<file path="src/rtl/syst_chain_ctrl.sv">
// Sequencing controller for a linear chain of MAC nodes computing y = W * x.
// Buffers x from a stream, skews per-node valids/rows, and drains tail results.
module syst_chain_ctrl #(
  parameter int unsigned N        = 8,
  parameter int unsigned ROWS     = 8,
  parameter int unsigned X_WIDTH  = 16,
  parameter int unsigned SO_WIDTH = 32,
  parameter int unsigned ROW_W    = $clog2(ROWS)
) (
  input  logic                  clk,
  input  logic                  rstn,
  input  logic                  start_i,
  output logic                  busy_o,
  output logic                  done_o,
  input  logic [X_WIDTH-1:0]    s_data_i,
  input  logic                  s_valid_i,
  output logic                  s_ready_o,
  output logic [N*X_WIDTH-1:0]  node_x_o,
  output logic [N-1:0]          node_x_valid_o,
  output logic [N*ROW_W-1:0]    node_row_o,
  output logic                  chain_enable_o,
  input  logic [SO_WIDTH-1:0]   chain_tail_psumm_i,
  input  logic                  chain_tail_valid_i,
  output logic [SO_WIDTH-1:0]   res_data_o,
  output logic                  res_valid_o,
  input  logic                  res_ready_i
);

  localparam int unsigned LdW  = (N > 1) ? $clog2(N) : 1;
  localparam int unsigned ResW = (ROWS > 1) ? $clog2(ROWS) : 1;
  localparam int unsigned CycW = $clog2(ROWS + N + 1);

  localparam logic [1:0] StIdle = 2'd0;
  localparam logic [1:0] StLoad = 2'd1;
  localparam logic [1:0] StRun  = 2'd2;
  localparam logic [1:0] StDone = 2'd3;

  logic [1:0]         state_q, state_d;
  logic [LdW-1:0]     ld_cnt_q, ld_cnt_d;
  logic [CycW-1:0]    cyc_q, cyc_d;
  logic [ResW-1:0]    res_cnt_q, res_cnt_d;
  logic [X_WIDTH-1:0] xbuf_q [N];

  logic run;
  logic accept_x;
  logic accept_res;

  assign run        = (state_q == StRun);
  assign accept_x   = (state_q == StLoad) && s_valid_i;
  assign accept_res = res_valid_o && res_ready_i;

  assign busy_o         = (state_q != StIdle);
  assign done_o         = (state_q == StDone);
  assign s_ready_o      = (state_q == StLoad);
  // A presented but unaccepted result freezes the whole chain, cyc included.
  assign chain_enable_o = run && !(chain_tail_valid_i && !res_ready_i);
  assign res_data_o     = chain_tail_psumm_i;
  assign res_valid_o    = run && chain_tail_valid_i;

  always_comb begin
    state_d   = state_q;
    ld_cnt_d  = ld_cnt_q;
    cyc_d     = cyc_q;
    res_cnt_d = res_cnt_q;
    case (state_q)
      StIdle: begin
        ld_cnt_d = '0;
        if (start_i) begin
          state_d = StLoad;
        end
      end
      StLoad: begin
        if (accept_x) begin
          if (ld_cnt_q == LdW'(N - 1)) begin
            ld_cnt_d  = '0;
            cyc_d     = '0;
            res_cnt_d = '0;
            state_d   = StRun;
          end else begin
            ld_cnt_d = ld_cnt_q + LdW'(1);
          end
        end
      end
      StRun: begin
        if (chain_enable_o) begin
          cyc_d = cyc_q + CycW'(1);
        end
        if (accept_res) begin
          if (res_cnt_q == ResW'(ROWS - 1)) begin
            res_cnt_d = '0;
            state_d   = StDone;
          end else begin
            res_cnt_d = res_cnt_q + ResW'(1);
          end
        end
      end
      StDone: begin
        cyc_d   = '0;
        state_d = StIdle;
      end
      default: begin
        state_d = StIdle;
      end
    endcase
  end

  always_ff @(posedge clk) begin
    if (!rstn) begin
      state_q   <= StIdle;
      ld_cnt_q  <= '0;
      cyc_q     <= '0;
      res_cnt_q <= '0;
      for (int k = 0; k < int'(N); k++) begin
        xbuf_q[k] <= '0;
      end
    end else begin
      state_q   <= state_d;
      ld_cnt_q  <= ld_cnt_d;
      cyc_q     <= cyc_d;
      res_cnt_q <= res_cnt_d;
      if (accept_x) begin
        xbuf_q[ld_cnt_q] <= s_data_i;
      end
    end
  end

  // Node k lags node 0 by k enabled cycles; it works on row cyc-k while in window.
  always_comb begin
    int diff;
    diff           = 0;
    node_x_o       = '0;
    node_x_valid_o = '0;
    node_row_o     = '0;
    for (int k = 0; k < int'(N); k++) begin
      node_x_o[k*X_WIDTH +: X_WIDTH] = xbuf_q[k];
      diff = int'(cyc_q) - k;
      if (run && (diff >= 0) && (diff < int'(ROWS))) begin
        node_x_valid_o[k]            = 1'b1;
        node_row_o[k*ROW_W +: ROW_W] = ROW_W'(diff);
      end
    end
  end

endmodule

</file>
<file path="config.mk">
export PLATFORM = sky130hd
export DESIGN_NAME = syst_chain_ctrl
export DESIGN_NICKNAME = d
export VERILOG_FILES = /design/src/rtl/syst_chain_ctrl.sv
export SDC_FILE = /design/constraint.sdc
export NUM_CORES = 1
export LEC_CHECK = 0
export BUFFER_PORTS_ARGS = -buffer_cell sky130_fd_sc_hd__buf_2
export CAP_MARGIN = 20
export CORE_AREA = 2 2 114 116
export DETAILED_ROUTE_END_ITERATION = 12
export DIE_AREA = 0 0 116 118
export PLACE_DENSITY = 0.94
export REMOVE_ABC_BUFFERS = 1
export SLEW_MARGIN = 20
export SYNTH_ARGS = -nofsm -noshare
export SYNTH_HDL_FRONTEND = slang
export SYNTH_SLANG_ARGS = --single-unit
</file>
<file path="constraint.sdc">
create_clock -name clk -period 6.96 [get_ports clk]
set_input_delay 1.392 -clock clk [delete_from_list [all_inputs] [get_ports clk]]
set_output_delay 1.392 -clock clk [all_outputs]
set_load 0.01 [all_outputs]
</file>
# After elaboration in Yosys (flattened, before gate mapping)
# Memories as Yosys holds them, arrays and structs flattened.
# Cells that the tools add are included.
word_totals:
  register_bits: 13
  ram_bits: 128
  inputBits: 54
  output_inout_bits: 197
  n_memories: 1
mem_list:
  columns: ["memory", "words", "width", "read_ports", "rd_clocked_by_memory_dff", "wr", "line_no", "rtl"]
  rows:
  - ["xbuf_q", 8, 16, 8, 0, 8, "42", "logic [X_WIDTH-1:0] xbuf_q [N];"]
op_classes:
  n_addsub: 10
  n_lt_le_gt_ge: 16
  n_eq_ne: 11
  mux: 41
  reduce_logical: 33
op_table:
  columns: ["cell", "n"]
  rows:
  - ["$mux W3", 15]
  - ["$ge A6 B1 Y1 const B", 7]
  - ["$lt A6 B5 Y1 const B", 7]
  - ["$sub A5 B3 Y6 const B", 4]
  - ["$logic_and A1 B1 Y1", 21]
  - ["$mux W16", 1]
  - ["$reduce_or A16 Y1", 1]
  - ["$mux W5", 3]
  - ["$pmux W5 S3", 1]
  - ["$mux W1", 13]
  - ["$pmux W3 S2", 2]
  - ["$sub A5 B2 Y6 const B", 2]
  - ["$mux W2", 5]
  - ["$ne A2 B1 Y1 const B", 4]
  - ["$pmux W2 S4", 1]
  - ["$reduce_and A4 Y1", 2]
  - ["$add A3 B1 Y3 const B", 2]
  - ["$eq A3 B3 Y1 const B", 2]
  - ["$reduce_bool A2 Y1", 3]
  - ["$sub A5 B1 Y6 const B", 1]
  - ["$add A5 B1 Y5 const B", 1]
  - ["$ge A5 B1 Y1 const B", 1]
  - ["$lt A5 B4 Y1 const B", 1]
  - ["$reduce_and A5 Y1", 1]
  - ["7 further kinds", 10]

# Longest topological paths before layout
# Gate-level depths: netlist (run 1).
logic_depth:
  word_depth: 7
  depth_mapped: 8
  ltp_nobuf: 6

# Least setup slack after synthesis (run 1)
# No wires, ideal clock.
synth_timing:
  kind: "in2reg"
  startpoint: "input rstn"
  endpoint: "memory xbuf_q[1][0], enable pin"
  setup_time_ns: 0.411
  arrival_time_ns: 3.067
  required_ns: 6.549
  setup_slack_ns: 3.482
  path_stages: 3
  n_path_buf: 1
  cell_sequence: "buf_2 > nand4b_2 > o21ai_0"
synth_lines:
  columns: ["item", "line_no", "rtl"]
  rows:
  - ["from (decl)", "11", "input logic rstn,"]
  - ["to (decl)", "42", null]

# Worst setup path in the final report (run 1)
layout_timing:
  startpoint: "register cyc_q[3]"
  endpoint: "output node_row_o[17]"
layout_via:
  elab_chain_cells: 5
layout_lines:
  columns: ["item", "line_no", "rtl"]
  rows:
  - ["from (decl)", "40", "logic [CycW-1:0] cyc_q, cyc_d;"]
  - ["from (signal assigned)", "119", "cyc_q <= cyc_d;"]
  - ["$sub A5 B3 Y6 *", "136", "diff = int'(cyc_q) - k;"]
  - ["$ge A6 B1 Y1", "137", "if (run && (diff >= 0) && (diff < int'(ROWS))) begin"]
  - ["$logic_and A1 B1 Y1", "137", null]
  - ["$logic_and A1 B1 Y1 *", "137", null]
  - ["$mux W3 *", "137", null]
  - ["to (decl)", "20", "output logic [N*ROW_W-1:0] node_row_o,"]
# Every way passes the cells marked *; elsewhere a longest branch is shown, timed or not.

==> impl_results.md, run 1 <==
* Clk root buf: sky130_fd_sc_hd__clkbuf_16
* Pleak at 3.49 nW
* List of cells traversed by the critical path: inv_1 -> ha_1 -> nor2b_1 -> xnor2_1 -> o31a_1 -> nor3b_1 -> buf_2
* Clock Path Buffers at 2
* Start point of the worst min-delay path: res_cnt_q[1]$_SDFFE_PN0P_
* Summed instance area of the synthesized netlist at 0.00647 mm2
* Antenna violations before repair at 0
* Post-detailed-route DRC marker count at 0
* Fraction of layout cells with a size suffix above 1 at 34.0%
* Quantity of gates resized following cts at 0
* Critical path required time at 5.57 ns
* Crit path launch type: flip-flop
* Depth of the worst hold-timing path at 2
* Detail-routed net length per standard cell at 19.9 um
* Area share of the largest cell type after synthesis at 59.4%
* Final Hold Fails at 0
* Net count of the finished layout at 741
* Total die area at 0.0137 mm2
* Initial core utilization at 52.1%
* Setup crit end kind: primary output
* Max cap viols at 0
* Critical Path Fanout Max at 17
* Setup TNS at 0 ns
* Worst Reg2Reg Path Length in Cells at 5
* Most frequently used cell type in the post-synthesis netlist: sky130_fd_sc_hd__and2_1
* Slew headroom at 31.8%
* Final setup margin at 3.01 ns
* Worst flop-to-flop path endpoint: xbuf_q[4][10]$_SDFFCE_PN0P_
* Post-synth cell types at 47
* Die width at 116 um
* GRT Residual Overflow at 0
* Hpwl dp at 11800 um
* Slowest stage cell, crit path: sky130_fd_sc_hd__dfxtp_1
* Later-pin clock latency in the skew report at 0.41 ns
* Routed wire length at 16900 um
* Detailed Route Iter0 Violations at 392
* Clock buffers created by TritonCTS at 17
* Ratio of final minimum period to clock period at 56.8%
* Maximum number of pins on one net before global-route repair at 29
* Filler cells at 900
* Number of warnings issued by yosys at 0
* Delay contributed by the slowest stage of the critical path at 0.73 ns
* I/O pin cnt at 251
* Final weighted congestion of routability-driven global placement at 0.908
* Sequential cell area fraction in the yosys report at 63.4%
* Worst Path Buf+Inv at 2
* Fmax at 253 MHz
* Dpl ws at 3.21 ns
* FF-to-FF Start: state_q[1]$_SDFFE_PN0P_
* Cell types with the largest area share after synthesis: sky130_fd_sc_hd__edfxtp_1, sky130_fd_sc_hd__and2_1, sky130_fd_sc_hd__ha_1
* Number of enable flip-flop cells after synthesis at 128
* Footprint of the multi-input gates at 0.00200 mm2
* Most instantiated cells after synthesis: sky130_fd_sc_hd__and2_1, sky130_fd_sc_hd__edfxtp_1, sky130_fd_sc_hd__buf_4, sky130_fd_sc_hd__ha_1, sky130_fd_sc_hd__nor2_1
* Post-Synthesis Cells at 512
* Post-route core utilization at 63.8%
* Final min period at 3.95 ns
* Antenna Nets Post-Route at 0
* Routed via count divided by cell count at 5.39
* Critical path depth at 7
* Core Area at 0.0124 mm2
* Deepest level of the CTS H-tree at 4
* Global-route wire length before repair at 24700 um
* Standard-cell rows at 41
* Worst hold slack at 0.497 ns
* Syn-to-layout area delta at 22.4%
* Max-slew violation count at 0
* Via count of the routed design at 4589
* Number of global-route vias before repair at 4423
* Data arrival time of the worst path at 2.56 ns
* Overall fraction of global-route tracks in use at 24.4%
* R2r setup slk at 4.06 ns
* Number of clock sinks at 141
* Class of the most critical setup path: reg2out
* Final-report setup violation count at 0
* P per Cell Area at 280 mW/mm2
* Worst hold path endpoint: res_cnt_q[1]$_SDFFE_PN0P_
* Antenna Diode Count at 0
* Transition time at the pin with the least slew margin at 1.02 ns
* Run status: completed
* RSZ-0062 raised after global routing: false
* Clock tree from TritonCTS: done
* Post-synthesis register bit count at 141
* Tightest Hold Check Type: reg2reg
* Kind of cell adding the most delay to the critical path: flip-flops
* Primary FF master, synth: sky130_fd_sc_hd__edfxtp_1
* Non-filler cells in the finished layout at 851
* Height of the chip at 118 um
* Hold-fix buffer count after cts at 0
* Asr flop ratio synth at 0%
* 1st-pass router iterations at 5
* Setup Buffers After CTS at 0
* Max rail drop VDD at 0.174 mV
* Post-Synthesis Mean Instance Area at 12.6 um2
* Clock skew after layout at 0.0105 ns
* Area used by sequential logic in the layout at 0.00410 mm2
* Post-synth top area cell: sky130_fd_sc_hd__edfxtp_1
* Clock transition at the register clock pins on the worst setup and hold paths after CTS at 0.06 ns
* Inst Count DP at 819
* Number of buffers inserted by port buffering at 186
[power by group]
group | internal, mW | switching (mW)
Sequential | 0.968 | 0.0282
Combinational | 0.0990 | 0.195
Clock | 0.571 | 0.359
Total | 1.64 | 0.582
[worst register-to-register path, stage by stage, from the launching register on]
cell and delay (ns):
sky130_fd_sc_hd__dfxtp_1 0.34, sky130_fd_sc_hd__inv_1 0.12, sky130_fd_sc_hd__ha_1 0.46, sky130_fd_sc_hd__nand4_2 0.32, sky130_fd_sc_hd__nor3_2 0.61, sky130_fd_sc_hd__nand2b_1 0.67
[metal layers]
layer  GRT usage [%]  routed length, um  up-vias
li1                -                  -     2056
met1            32.0               6590     2167
met4            8.41                319        0
met5               0                  0        -
met3            8.86               2030       27
met2            37.5               7950      339
[sequential cells by signal, summed over array words and instances (netlist names)]
register	count
state_q	2
res_cnt_q	3
ld_cnt_q	3
xbuf_q	128
cyc_q	5
[layout by cell type (no fill, tap or decap), drive strengths merged, types with 3 or more instances in the layout]
cell type,synthesis,routed
a21boi,6,6
a21oi,9,9
and2,134,134
and3,3,3
buf,45,189
bufinv,0,3
clkbuf,9,18
clkinv,0,3
dfxtp,13,13
edfxtp,128,128
ha,21,21
inv,11,17
nand2,20,20
nand2b,7,7
nand3,8,8
nand4,5,5
nor2,24,24
nor2b,7,7
nor3,11,11
nor4,3,3
o21ai,16,16
or3,3,3
xnor2,8,8
[worst max-delay path by stage]
| stage | startpoint | to | slack (ns) |
|---|---|---|---|
| CTS | cyc_q[3]$_SDFFE_PN0P_ | node_row_o[17] | 3.02 |
| global placement | rstn | xbuf_q[2][12]$_SDFFCE_PN0P_ | 3.41 |
| floorplan | rstn | xbuf_q[1][0]$_SDFFCE_PN0P_ | 3.67 |
| global route | cyc_q[3]$_SDFFE_PN0P_ | node_row_o[17] | 2.88 |
| finish | cyc_q[3]$_SDFFE_PN0P_ | node_row_o[17] | 3.01 |
| detailed placement | rstn | xbuf_q[4][10]$_SDFFCE_PN0P_ | 3.21 |
[through the flow]
step                      total power, mW  cell area (um2)
after floorplan                      1.18             6130
after global placement               1.28             7310
after detailed placement             1.30             7310
after CTS                            2.22             7920
after global routing                 2.29             7920
final                                2.22             7920
[layout make-up]
class,count,area share [%]
sequential,141,51.8
multi-input combinational,306,25.2
timing repair buffer,189,12.0
clock buffer,18,5.42
tap,172,2.72
clock inverter,14,2.27
inverter,11,0.521
[kinds of logic (layout without fill, tap and decap cells)]
logic type,count (synthesis),count (layout),synth area share (%)
flops,141,141,63.4
fa+ha+maj,21,21,4.06
mux,1,1,0.155
simple gates,229,229,20.8
compound gates,46,46,4.52
buf+inv,65,232,5.88
xor+xnor,9,9,1.22
Power figures use the tool's default switching activity.
==> run 2, diff against run 1 <==
--- a/config.mk
+++ b/config.mk
@@ -7,10 +7,10 @@
 export LEC_CHECK = 0
 export BUFFER_PORTS_ARGS = -buffer_cell sky130_fd_sc_hd__buf_2
 export CAP_MARGIN = 20
-export CORE_AREA = 2 2 114 116
+export CORE_AREA = 2 2 118 120
 export DETAILED_ROUTE_END_ITERATION = 12
-export DIE_AREA = 0 0 116 118
-export PLACE_DENSITY = 0.94
+export DIE_AREA = 0 0 120 122
+export PLACE_DENSITY = 0.9
 export REMOVE_ABC_BUFFERS = 1
 export SLEW_MARGIN = 20
 export SYNTH_ARGS = -nofsm -noshare
==> constraint.sdc (replaced) <==
create_clock -name clk -period 3.8 [get_ports clk]
set_input_delay 0.76 -clock clk [delete_from_list [all_inputs] [get_ports clk]]
set_output_delay 0.76 -clock clk [all_outputs]
set_load 0.01 [all_outputs]
==> impl_results.md, run 2 (synthesis results as in run 1) <==
* Non-filler cells in the finished layout at 864
* 1st-pass router iterations at 5
* P per Cell Area at 508 mW/mm2
* Routed wire length at 16300 um
* Crit path launch type: flip-flop
* Clock buffers created by TritonCTS at 17
* Filler cells at 1012
* Later-pin clock latency in the skew report at 0.42 ns
* Total die area at 0.0146 mm2
* Final-report setup violation count at 0
* Design internal power at 3.00 mW
* Setup crit end kind: primary output
* Number of global-route vias before repair at 4133
* RSZ-0062 raised after global routing: false
* Tightest Hold Check Type: reg2reg
* Clock skew after layout at 0.00889 ns
* Most common cell after layout, fill and taps aside: sky130_fd_sc_hd__buf_2
* Quantity of gates resized following cts at 0
* Max cap viols at 0
* Top flop regs: xbuf_q (128), cyc_q (5)
* Met1 Use GR at 29.0%
* Clock Path Buffers at 2
* Clock tree from TritonCTS: done
* Final total power at 4.04 mW
* Die width at 120 um
* Max-slew violation count at 0
* Combinational fraction of design power at 12.9%
* Net count of the finished layout at 745
* Detail-routed net length per standard cell at 18.8 um
* Standard-cell rows at 43
* Antenna Nets Post-Route at 0
* Critical Path Fanout Max at 17
* Core Area at 0.0135 mm2
* Maximum number of pins on one net before global-route repair at 29
* Via count of the routed design at 4487
* Data arrival time of the worst path at 2.55 ns
* Height of the chip at 122 um
* Worst hold slack at 0.472 ns
* Antenna violations before repair at 0
* Fraction of layout cells with a size suffix above 1 at 34.0%
* Number of clock sinks at 141
* Commonest non-fill, non-tap cells in the layout: sky130_fd_sc_hd__buf_2, sky130_fd_sc_hd__and2_1, sky130_fd_sc_hd__edfxtp_1
* Final min period at 3.31 ns
* Final weighted congestion of routability-driven global placement at 0.875
* Largest Register: xbuf_q
* Busiest metal layer after global routing: met2
* Global-route met2 utilization at 33.0%
* Slew headroom at 32.3%
* Final Hold Fails at 0
* Setup Buffers After CTS at 0
* Overall fraction of global-route tracks in use at 22.6%
* Relative contribution of sequential cells to total power at 45.1%
* Syn-to-layout area delta at 22.9%
* Hold-fix buffer count after cts at 0
* Fmax at 302 MHz
* I/O pin cnt at 251
* Clk root buf: sky130_fd_sc_hd__clkbuf_16
* Deepest level of the CTS H-tree at 4
* Setup TNS at 0 ns
* Class of the most critical setup path: reg2out
* Post-route core utilization at 58.9%
* Inst Count DP at 831
* Pleak at 3.50 nW
* Routed via count divided by cell count at 5.19
* Grt met3 use at 9.60%
* Share of power burned in the clock network at 42.0%
* Flip-flop count of the largest register after layout at 128
* Hpwl dp at 11300 um
* Run status: completed
* Ratio of final minimum period to clock period at 87.1%
* Initial core utilization at 47.9%
* Transition time at the pin with the least slew margin at 1.01 ns
* Max rail drop VDD at 0.281 mV
* Critical path required time at 3.04 ns
* GRT Residual Overflow at 0
* Detailed Route Iter0 Violations at 432
* Switching power of the nets at 1.04 mW
* Clock transition at the register clock pins on the worst setup and hold paths after CTS at 0.06 ns
* Sw frac at 25.8%
* Global-route wire length before repair at 23700 um
* Post-detailed-route DRC marker count at 0
* Number of buffers inserted by port buffering at 186
[run 2: cell types whose count changed in the layout (fill, tap and decap cells not counted)]
| cell | change |
|---|---|
| sky130_fd_sc_hd__buf_4 | +4 |
| sky130_fd_sc_hd__o21ai_1 | +3 |
| sky130_fd_sc_hd__o21ai_2 | -3 |
| sky130_fd_sc_hd__inv_6 | -2 |
| sky130_fd_sc_hd__clkinv_4 | +1 |
| sky130_fd_sc_hd__diode_2 | +1 |
| sky130_fd_sc_hd__inv_8 | +1 |
[run 2: routing by layer]
layer | vias up | share of wire, % | wire length, um
li1 | 2060 | - | -
met1 | 2096 | 41 | 6610
met2 | 297 | 45 | 7330
met3 | 34 | 11 | 1830
met4 | 0 | 3.1 | 508
met5 | - | 0 | 0
[run 2: area by class of cell]
class / instances / area [um2] / area share, %
Antenna cell: 1 / 2.50 / 0.0315
Clock buffer: 18 / 429 / 5.39
Clock inverter: 14 / 183 / 2.30
Inverter: 11 / 41.3 / 0.519
Multi-Input combinational cell: 306 / 1990 / 25.0
Sequential cell: 141 / 4100 / 51.6
Tap cell: 180 / 225 / 2.83
Timing Repair Buffer: 193 / 983 / 12.4
[run 2: worst paths after layout]
| check | startpoint | to | slack [ns] | cells after the start |
|---|---|---|---|---|
| worst min register to register | res_cnt_q[1]$_SDFFE_PN0P_ | res_cnt_q[1]$_SDFFE_PN0P_ | 0.47 | 2 |
| worst max-delay path | cyc_q[3]$_SDFFE_PN0P_ | node_row_o[17] | 0.49 | 7 |
| worst min-delay path | res_cnt_q[1]$_SDFFE_PN0P_ | res_cnt_q[1]$_SDFFE_PN0P_ | 0.47 | 2 |
| worst max register to register | state_q[1]$_SDFFE_PN0P_ | xbuf_q[0][12]$_SDFFCE_PN0P_ | 1.00 | 5 |
[run 2: metrics by stage]
step,area (um2),setup slack (ns)
after floorplan,6130,1.06
after global placement,7340,0.918
after detailed placement,7340,0.766
after CTS,7950,0.496
after global routing,7950,0.278
final,7960,0.490
[run 2: power groups by stage]
stage	sequential [mW]	clock, mW	combinational (mW)
after global placement	1.85	0	0.510
after floorplan	1.88	0	0.279
after global routing	1.83	1.79	0.580
final	1.82	1.70	0.522
after detailed placement	1.85	0	0.518
after CTS	1.82	1.71	0.521
[run 2: critical path: stages (launching register included)]
cell and delay (ns):
sky130_fd_sc_hd__dfxtp_1 0.72, sky130_fd_sc_hd__inv_1 0.21, sky130_fd_sc_hd__ha_1 0.28, sky130_fd_sc_hd__nor2b_1 0.15, sky130_fd_sc_hd__xnor2_1 0.12, sky130_fd_sc_hd__o31a_1 0.29, sky130_fd_sc_hd__nor3b_1 0.19, sky130_fd_sc_hd__buf_2 0.17
